File: config.mk
export PLATFORM = sky130hd
export DESIGN_NAME = multi_pilot_tone_generator
export DESIGN_NICKNAME = d
export VERILOG_FILES = /design/src/rtl/multi_pilot_tone_generator.sv
export SDC_FILE = /design/constraint.sdc
export NUM_CORES = 1
export LEC_CHECK = 0
export BUFFER_PORTS_ARGS = -buffer_cell sky130_fd_sc_hd__buf_2
export CORE_UTILIZATION = 25
export DETAILED_ROUTE_END_ITERATION = 10
export HOLD_SLACK_MARGIN = 0.05
export MAX_ROUTING_LAYER = met4
export PLACE_DENSITY = 0.4
export SYNTH_ARGS = -nofsm -noshare
export SYNTH_HDL_FRONTEND = slang
export SYNTH_SLANG_ARGS = --single-unit
File: constraint.sdc
create_clock -name evrClk -period 3.6 [get_ports evrClk]
set_input_delay 0.36 -clock evrClk [delete_from_list [all_inputs] [get_ports evrClk]]
set_output_delay 0.36 -clock evrClk [all_outputs]
set_load 0.05 [all_outputs]
File: src/rtl/multi_pilot_tone_generator.sv
// multi_pilot_tone_generator: sync-aligned, double-buffered multi-channel hi/lo pilot tone generator
//  evrClk/evrResetN : sole clock, async active-low reset
//  evrSync          : 1-cycle sync strobe, commits pending/armed/free-running channels
//  csrStrobe/csrAddr/csrWdata : shadow writes, csrAddr = {channel, word}
//  csrRdata         : registered readback (word0 ctrl, word1 status/phase)
//  pilotTone/running: registered per-channel tone and activity flags
module multi_pilot_tone_generator #(
  parameter int CHANNEL_COUNT  = 4,
  parameter int COUNTER_WIDTH  = 12,
  parameter int CHAN_SEL_WIDTH = 2
) (
  input  logic                      evrClk,
  input  logic                      evrResetN,
  input  logic                      evrSync,
  input  logic                      csrStrobe,
  input  logic [CHAN_SEL_WIDTH:0]   csrAddr,
  input  logic [31:0]               csrWdata,
  output logic [31:0]               csrRdata,
  output logic [CHANNEL_COUNT-1:0]  pilotTone,
  output logic [CHANNEL_COUNT-1:0]  running
);
  localparam int CW = COUNTER_WIDTH;
  localparam int CSW = CHAN_SEL_WIDTH;
  typedef enum logic [1:0] {IDLE, DELAY, HIGH, LOW} toneStateT;
  logic [CHANNEL_COUNT-1:0][31:0] ctrlWord;
  logic [CHANNEL_COUNT-1:0][31:0] statWord;
  logic [31:0] rdNext;
  genvar c;
  for (c = 0; c < CHANNEL_COUNT; c++) begin : gCh
    toneStateT state, stateNext;
    logic [CW-1:0] cnt, cntNext;
    logic [CW-1:0] shadowHi, shadowLo, shadowPh, activeHi, activeLo;
    logic shadowEn, shadowOs, activeOs, pending, armed, toneReg, runReg;
    logic wrHit, wrCtrl, wrPhase, disableWr, reload, cfgBad, toneNext, runNext;
    assign wrHit = csrStrobe && csrAddr[CSW:1] == CSW'(c);
    assign wrCtrl = wrHit && !csrAddr[0];
    assign wrPhase = wrHit && csrAddr[0];
    assign disableWr = wrCtrl && !csrWdata[31];
    // Reload uses the shadow as it stood before any same-cycle write
    assign reload = evrSync && (pending || (state != IDLE && !activeOs) || armed);
    assign cfgBad = !shadowEn || shadowHi == '0 || shadowLo == '0;
    always_ff @(posedge evrClk or negedge evrResetN)
      if (!evrResetN) begin
        state <= IDLE;
        cnt <= '0;
        toneReg <= 1'b0;
        runReg <= 1'b0;
      end else begin
        state <= stateNext;
        cnt <= cntNext;
        toneReg <= toneNext;
        runReg <= runNext;
      end
    always_comb begin
      stateNext = state;
      cntNext = state == IDLE ? cnt : cnt - CW'(1);
      if (disableWr) begin
        stateNext = IDLE;
        cntNext = '0;
      end else if (reload) begin
        stateNext = cfgBad ? IDLE : shadowPh == '0 ? HIGH : DELAY;
        cntNext = cfgBad ? '0 : shadowPh == '0 ? shadowHi - CW'(1) : shadowPh - CW'(1);
      end else if (state != IDLE && cnt == '0) begin
        stateNext = state == HIGH ? LOW : HIGH;
        cntNext = state == HIGH ? activeLo - CW'(1) : activeHi - CW'(1);
      end
    end
    // Disable forces the outputs low on the very next edge, skipping the pipeline stage
    always_comb begin
      toneNext = state == HIGH && !disableWr;
      runNext = state != IDLE && !disableWr;
    end
    always_ff @(posedge evrClk or negedge evrResetN)
      if (!evrResetN) begin
        {shadowEn, shadowOs, shadowHi, shadowLo, shadowPh} <= '0;
        {activeOs, activeHi, activeLo, pending, armed} <= '0;
      end else begin
        if (reload) begin
          activeOs <= shadowOs;
          activeHi <= shadowHi;
          activeLo <= shadowLo;
          pending <= 1'b0;
          armed <= 1'b0;
        end
        if (wrCtrl) begin
          shadowEn <= csrWdata[31];
          shadowOs <= csrWdata[30];
          shadowHi <= csrWdata[15 +: CW];
          shadowLo <= csrWdata[0 +: CW];
          if (csrWdata[30]) armed <= 1'b1;
        end
        if (wrPhase) shadowPh <= csrWdata[0 +: CW];
        if (wrHit) pending <= 1'b1;
      end
    assign ctrlWord[c] = {shadowEn, shadowOs, 15'(shadowHi), 15'(shadowLo)};
    assign statWord[c] = {pending, armed, runReg, 14'b0, 15'(shadowPh)};
    assign pilotTone[c] = toneReg;
    assign running[c] = runReg;
  end
  always_comb begin
    rdNext = '0;
    for (int i = 0; i < CHANNEL_COUNT; i++)
      if (csrAddr[CSW:1] == CSW'(i)) rdNext = csrAddr[0] ? statWord[i] : ctrlWord[i];
  end
  always_ff @(posedge evrClk or negedge evrResetN)
    if (!evrResetN) csrRdata <= '0;
    else csrRdata <= rdNext;
endmodule

# Word-level counts from Yosys, hierarchy flattened
# Index checks and enable logic that the tools add are counted.
[totals]
output_inout_bits = 40
word_cells = 267
ff_bits = 356
[op_classes]
addsub = 20
eq_ne = 11
muxes = 80
n_reduce_logical = 99
[ops]
columns = ["op", "n"]
rows = [
  ["$mux W12", 28],
  ["$mux W32", 8],
  ["$sub A12 B1 Y12 const B", 20],
  ["$logic_not A12 Y1", 16],
  ["$mux W2", 20],
  ["$logic_and A1 B1 Y1", 36],
  ["$mux W1", 24],
  ["$logic_or A1 B1 Y1", 16],
  ["$ne A4 B3 Y1 const B", 4],
  ["$reduce_bool A2 Y1", 8],
  ["$logic_not A1 Y1", 14],
  ["$eq A2 B2 Y1 const B", 6],
  ["$reduce_bool A3 Y1", 4],
  ["$logic_not A2 Y1", 5],
  ["$eq A2 B1 Y1 const B", 1],
]

# Depth between registers and ports, before layout
[logic_depth]
depth_word = 8
ltp_mapped = 14
depth_no_buf = 11

# Worst setup path before layout
# Ideal clock, no wire load.
[synth_path]
kind = "reg-to-reg"
from = "register gCh[0].shadowPh[8]"
to = "register gCh[0].cnt[10]"
arrival_time_ps = 3204
stages_incl_launch_ff = 14
slack_ps = 267
t_required_ps = 3471
setup_ps = 129
cell_sequence = "dfrtp_1 -> or3_1 -> clkbuf_1 -> nor4_2 -> buf_2 -> a21oi_1 -> ha_1 -> or3b_4 -> or3_4 -> or4_4 -> o211a_1 -> a211o_1 -> a22oi_1 -> o21ai_1"
[synth_between]
elab_chain_cells = 5
word_cells_on_any_way = 6
classes_between = "add/sub: 1; mux: 4; reduce/logical: 1"
[synth_lines]
columns = ["element", "line", "source"]
rows = [
  ["start: declaration", "32", "logic [CW-1:0] shadowHi, shadowLo, shadowPh, activeHi, activeLo;"],
  ["start signal: assignment", "92", "if (wrPhase) shadowPh <= csrWdata[0 +: CW];"],
  ["$sub A12 B1 Y12 / $logic_not A12 Y1 (equally long branches)", "62", "cntNext = cfgBad ? '0 : shadowPh == '0 ? shadowHi - CW'(1) : shadowPh - CW'(1);"],
  ["$mux W12 * (2 in a row)", "62", ""],
  ["$mux W12 *", "60", "end else if (reload) begin"],
  ["$mux W12 *", "57", "if (disableWr) begin"],
  ["end signal: assignment", "50", "cnt <= cntNext;"],
  ["end: declaration", "31", "logic [CW-1:0] cnt, cntNext;"],
]
# Every way passes the cells marked *; elsewhere a longest branch is shown, timed or not.
# A chain may end at the register's enable or synchronous reset.

# Worst setup path after layout
[layout_path]
from = "register gCh[0].shadowPh[5]"
to = "register gCh[0].cnt[10]"
# Same word-level chain as after synthesis.

==> run_results.csv <==
group,metric,value,unit
finish,area_growth_syn_to_layout,17.97,%
power,peakVddDrop,0.3113,mV
sta,setup_slack,267.0,ps
yosys,yosysWarnings,0,
critical_path,start_kind,"register",
min_path,hp-class,"input pin to register",
finish,nets,2132,
finish,fill_cells,7949,
yosys,synth_edf_count,0,
critical_path,r2r_cells,11,
critical_path,worstReg2RegStart,"gCh[0].shadowPh[5]$_DFFE_PN0P_",
sta,fin_crit,3333,ps
critical_path,cp.depth,11,
sta,worst_pin_slew,1484,ps
critical_path,r2r_end,"gCh[0].cnt[10]$_DFFE_PN0P_",
floorplan,core.rowCount,101,
grt,grt_max_degree,93,
clocking,cts_tree,"yes",
critical_path,cp_cell_sequence,"or3_1, nor4_2, a21oi_1, ha_1, or3b_4, or3_4, or4_4, o211a_1, a211o_1, a22oi_1, o21ai_1",
critical_path,critPathRequiredTime,4050,ps
grt,grt_first_pass_wirelength,111600,microns
sta,relSlewSlack,0.1363,%
sta,skew,11.26,ps
yosys,ys_seq_elements,351,
routing,drt-total-wl,74000,microns
critical_path,cpLargestDelayFamily,"simple AND/OR/NAND/NOR gates",
place,io_buffers,67,
critical_path,critPathKind,"register to register",
yosys,yosysUniqueCellTypes,91,
critical_path,worstPathArrival,3780,ps
status,violations,"capacitance limit",
job,drv_cap,1,
clocking,clockBufferDepth,3,
clocking,cts_buffers,44,
routing,num_vias,16079,
routing,via_per_inst,5.192,
finish,drive_gt1_share,22.83,%
yosys,yosysSeqAreaShare,45.84,%
power,p_leak,9.663,nW
floorplan,core_area,75820,sq um
finish,final_common_cell,"nand2_1",
sta,fin_crit_sh,92.58,%
grt,track_usage,19.70,%
critical_path,rrSetupSlack,270,ps
clocking,cts_sinks,351,
sta,hold_violations,0,
sta,setup_violations,0,
clocking,htreeDepth,2,
floorplan,start_util,25.27,%
yosys,async_reset_ff_share,100.0,%
finish,multi_input_area,9882,sq um
critical_path,critPathMaxStageDelay,500,ps
finish,mostFrequentLayoutCells,"431 x nand2_1, 351 x dfrtp_1, 171 x mux2_2",
sta,setup_tns,0,ps
yosys,synthesis.area,19160,sq um
clocking,clk_pin_slew,60,ps
power,p_per_area,816.0,nW/um^2
sta,slew_violations,0,
floorplan,die_x,278.8,microns
grt,grt_overflow,0,
critical_path,critPathBufInv,0,
routing,ant_nets,0,
min_path,worstHoldPathCells,2,
yosys,syn_inst,1980,
clocking,insertion_delay,580,ps
grt,antenna_found_initial,7,
floorplan,die_h,278.8,microns
routing,drt_iter0_drc,1284,
sta,max_freq,0.3000,GHz
critical_path,worstSetupEndpointType,"register",
critical_path,cp_slowest_cell,"or4_4",
place,place.gp.congestion,0.8915,
yosys,ys.flop_type,"dfrtp_1",
finish,register_area,8783,sq um
grt,first_global_vias,16089,
critical_path,cp-endpoint,"gCh[0].cnt[10]$_DFFE_PN0P_",
yosys,avgSynthCellArea,9.677,sq um
floorplan,dieArea,77750,sq um
routing,firstDrtPassIters,5,
critical_path,crit_start,"gCh[0].shadowPh[5]$_DFFE_PN0P_",
routing,detail_route.wl_per_cell,23.89,microns
clocking,cts-root-buf,"clkbuf_16",
place,dpl_worst_slack,305.2,ps
critical_path,crit_fanout,4,
floorplan,ios,79,
place,dp.final_hpwl,55680,microns
status,status,"finished with violations",
sta,grt_setup_unrepaired,"false",
routing,drc_errors,0,
through the flow:
step                power, W  hold WS, ps  std cells  instance area [sq um]  util [%]
floorplan            0.01110        64.41       1984                  19170         -
global placement     0.01385        460.2       3016                  21110     27.85
detailed placement   0.01388        462.9       3016                  21110     27.85
CTS                  0.01860        51.62       3094                  22590     29.80
global route         0.01964        64.49       3097                  22600     29.81
finish               0.01844        82.16       3097                  22600     29.81
power by group:
part / internal [W] / leakage (nW) / switching [W] / total (W)
combinational: 0.00273 / 4.61 / 0.00440 / 0.00712
clock: 0.00277 / 0.718 / 0.00184 / 0.00461
sequential: 0.00523 / 4.34 / 0.00148 / 0.00671
total: 0.0107 / 9.66 / 0.00771 / 0.0184
what timing repair did:
item                      in CTS  in global routing
hold endpoints to repair      85                  0
gates resized for setup        0                  0
hold buffers                   1                  0
setup buffers                  0                  0
cell families after synthesis:
logic type / synth area share, %
AOI/OAI and AO/OA: 11.95
xor gates and xnor gates: 1.417
adders and majority gates: 0.5225
buffers and inverters: 2.958
DFF: 45.84
muxes: 17.01
other: 0.01957
and+or+nand+nor: 20.28
cell type report:
type	instances	share of cell area [%]
tap	978	5.414
sequential	351	38.86
inverter	17	0.2823
timing repair buffer	170	5.182
clock inverter	13	0.7640
antenna	3	0.03322
clock buffer	64	5.741
multi-input combinational	1501	43.72
flip-flops by register name, indices dropped and copies added (netlist names), 8 cells and up:
name / count
gCh.shadowPh: 48
gCh.shadowLo: 48
gCh.cnt: 48
gCh.activeHi: 48
gCh.activeLo: 48
csrRdata: 27
gCh.state: 8
gCh.shadowHi: 48
cell usage after synthesis (9+ instances only):
library cell | count | share of area, %
nand2b_1 | 11 | 0.36
o31ai_1 | 12 | 0.47
o21ai_1 | 13 | 0.34
or4_1 | 11 | 0.43
buf_1 | 21 | 0.41
nand4_1 | 9 | 0.29
o21ai_0 | 69 | 1.8
a31oi_1 | 11 | 0.36
inv_1 | 17 | 0.33
buf_4 | 13 | 0.51
and2_1 | 13 | 0.42
mux2i_1 | 41 | 2.1
dfrtp_1 | 351 | 46
buf_2 | 12 | 0.31
nor2_1 | 161 | 3.2
a21oi_1 | 98 | 2.6
o22ai_1 | 9 | 0.29
nand3_1 | 32 | 0.84
nor3_1 | 60 | 1.6
nor4_1 | 34 | 1.1
nor2b_1 | 24 | 0.78
xnor2_1 | 14 | 0.64
clkbuf_1 | 68 | 1.3
o211ai_1 | 15 | 0.59
mux4_2 | 41 | 4.8
nand2_1 | 431 | 8.4
a211oi_1 | 12 | 0.47
or3_1 | 19 | 0.62
xor2_1 | 17 | 0.78
mux2_2 | 171 | 10
how the worst min path moves through the flow:
| stage | from | to | slack [ps] |
|---|---|---|---|
| 2_1_floorplan | evrResetN | csrRdata[0]$_DFF_PN0_ | 60 |
| 3_3_place_gp | gCh[3].activeHi[10]$_DFFE_PN0P_ | gCh[3].activeHi[10]$_DFFE_PN0P_ | 460 |
| 3_5_place_dp | evrResetN | gCh[0].toneReg$_DFF_PN0_ | 460 |
| 4_1_cts | csrWdata[21] | gCh[0].shadowHi[6]$_DFFE_PN0P_ | 50 |
| 5_1_grt | csrWdata[26] | gCh[3].shadowHi[11]$_DFFE_PN0P_ | 60 |
| 6_report | csrWdata[24] | gCh[3].shadowHi[9]$_DFFE_PN0P_ | 80 |
metal layers:
layer	vias to the layer above	share of wire [%]	track usage [%]
li1	7321	-	-
met1	8254	48	27.96
met2	429	45	29.71
met3	75	4.8	2.694
met4	0	1.7	4.255
met5	-	0	-
Note: power is estimated with default switching activity, not from simulation.
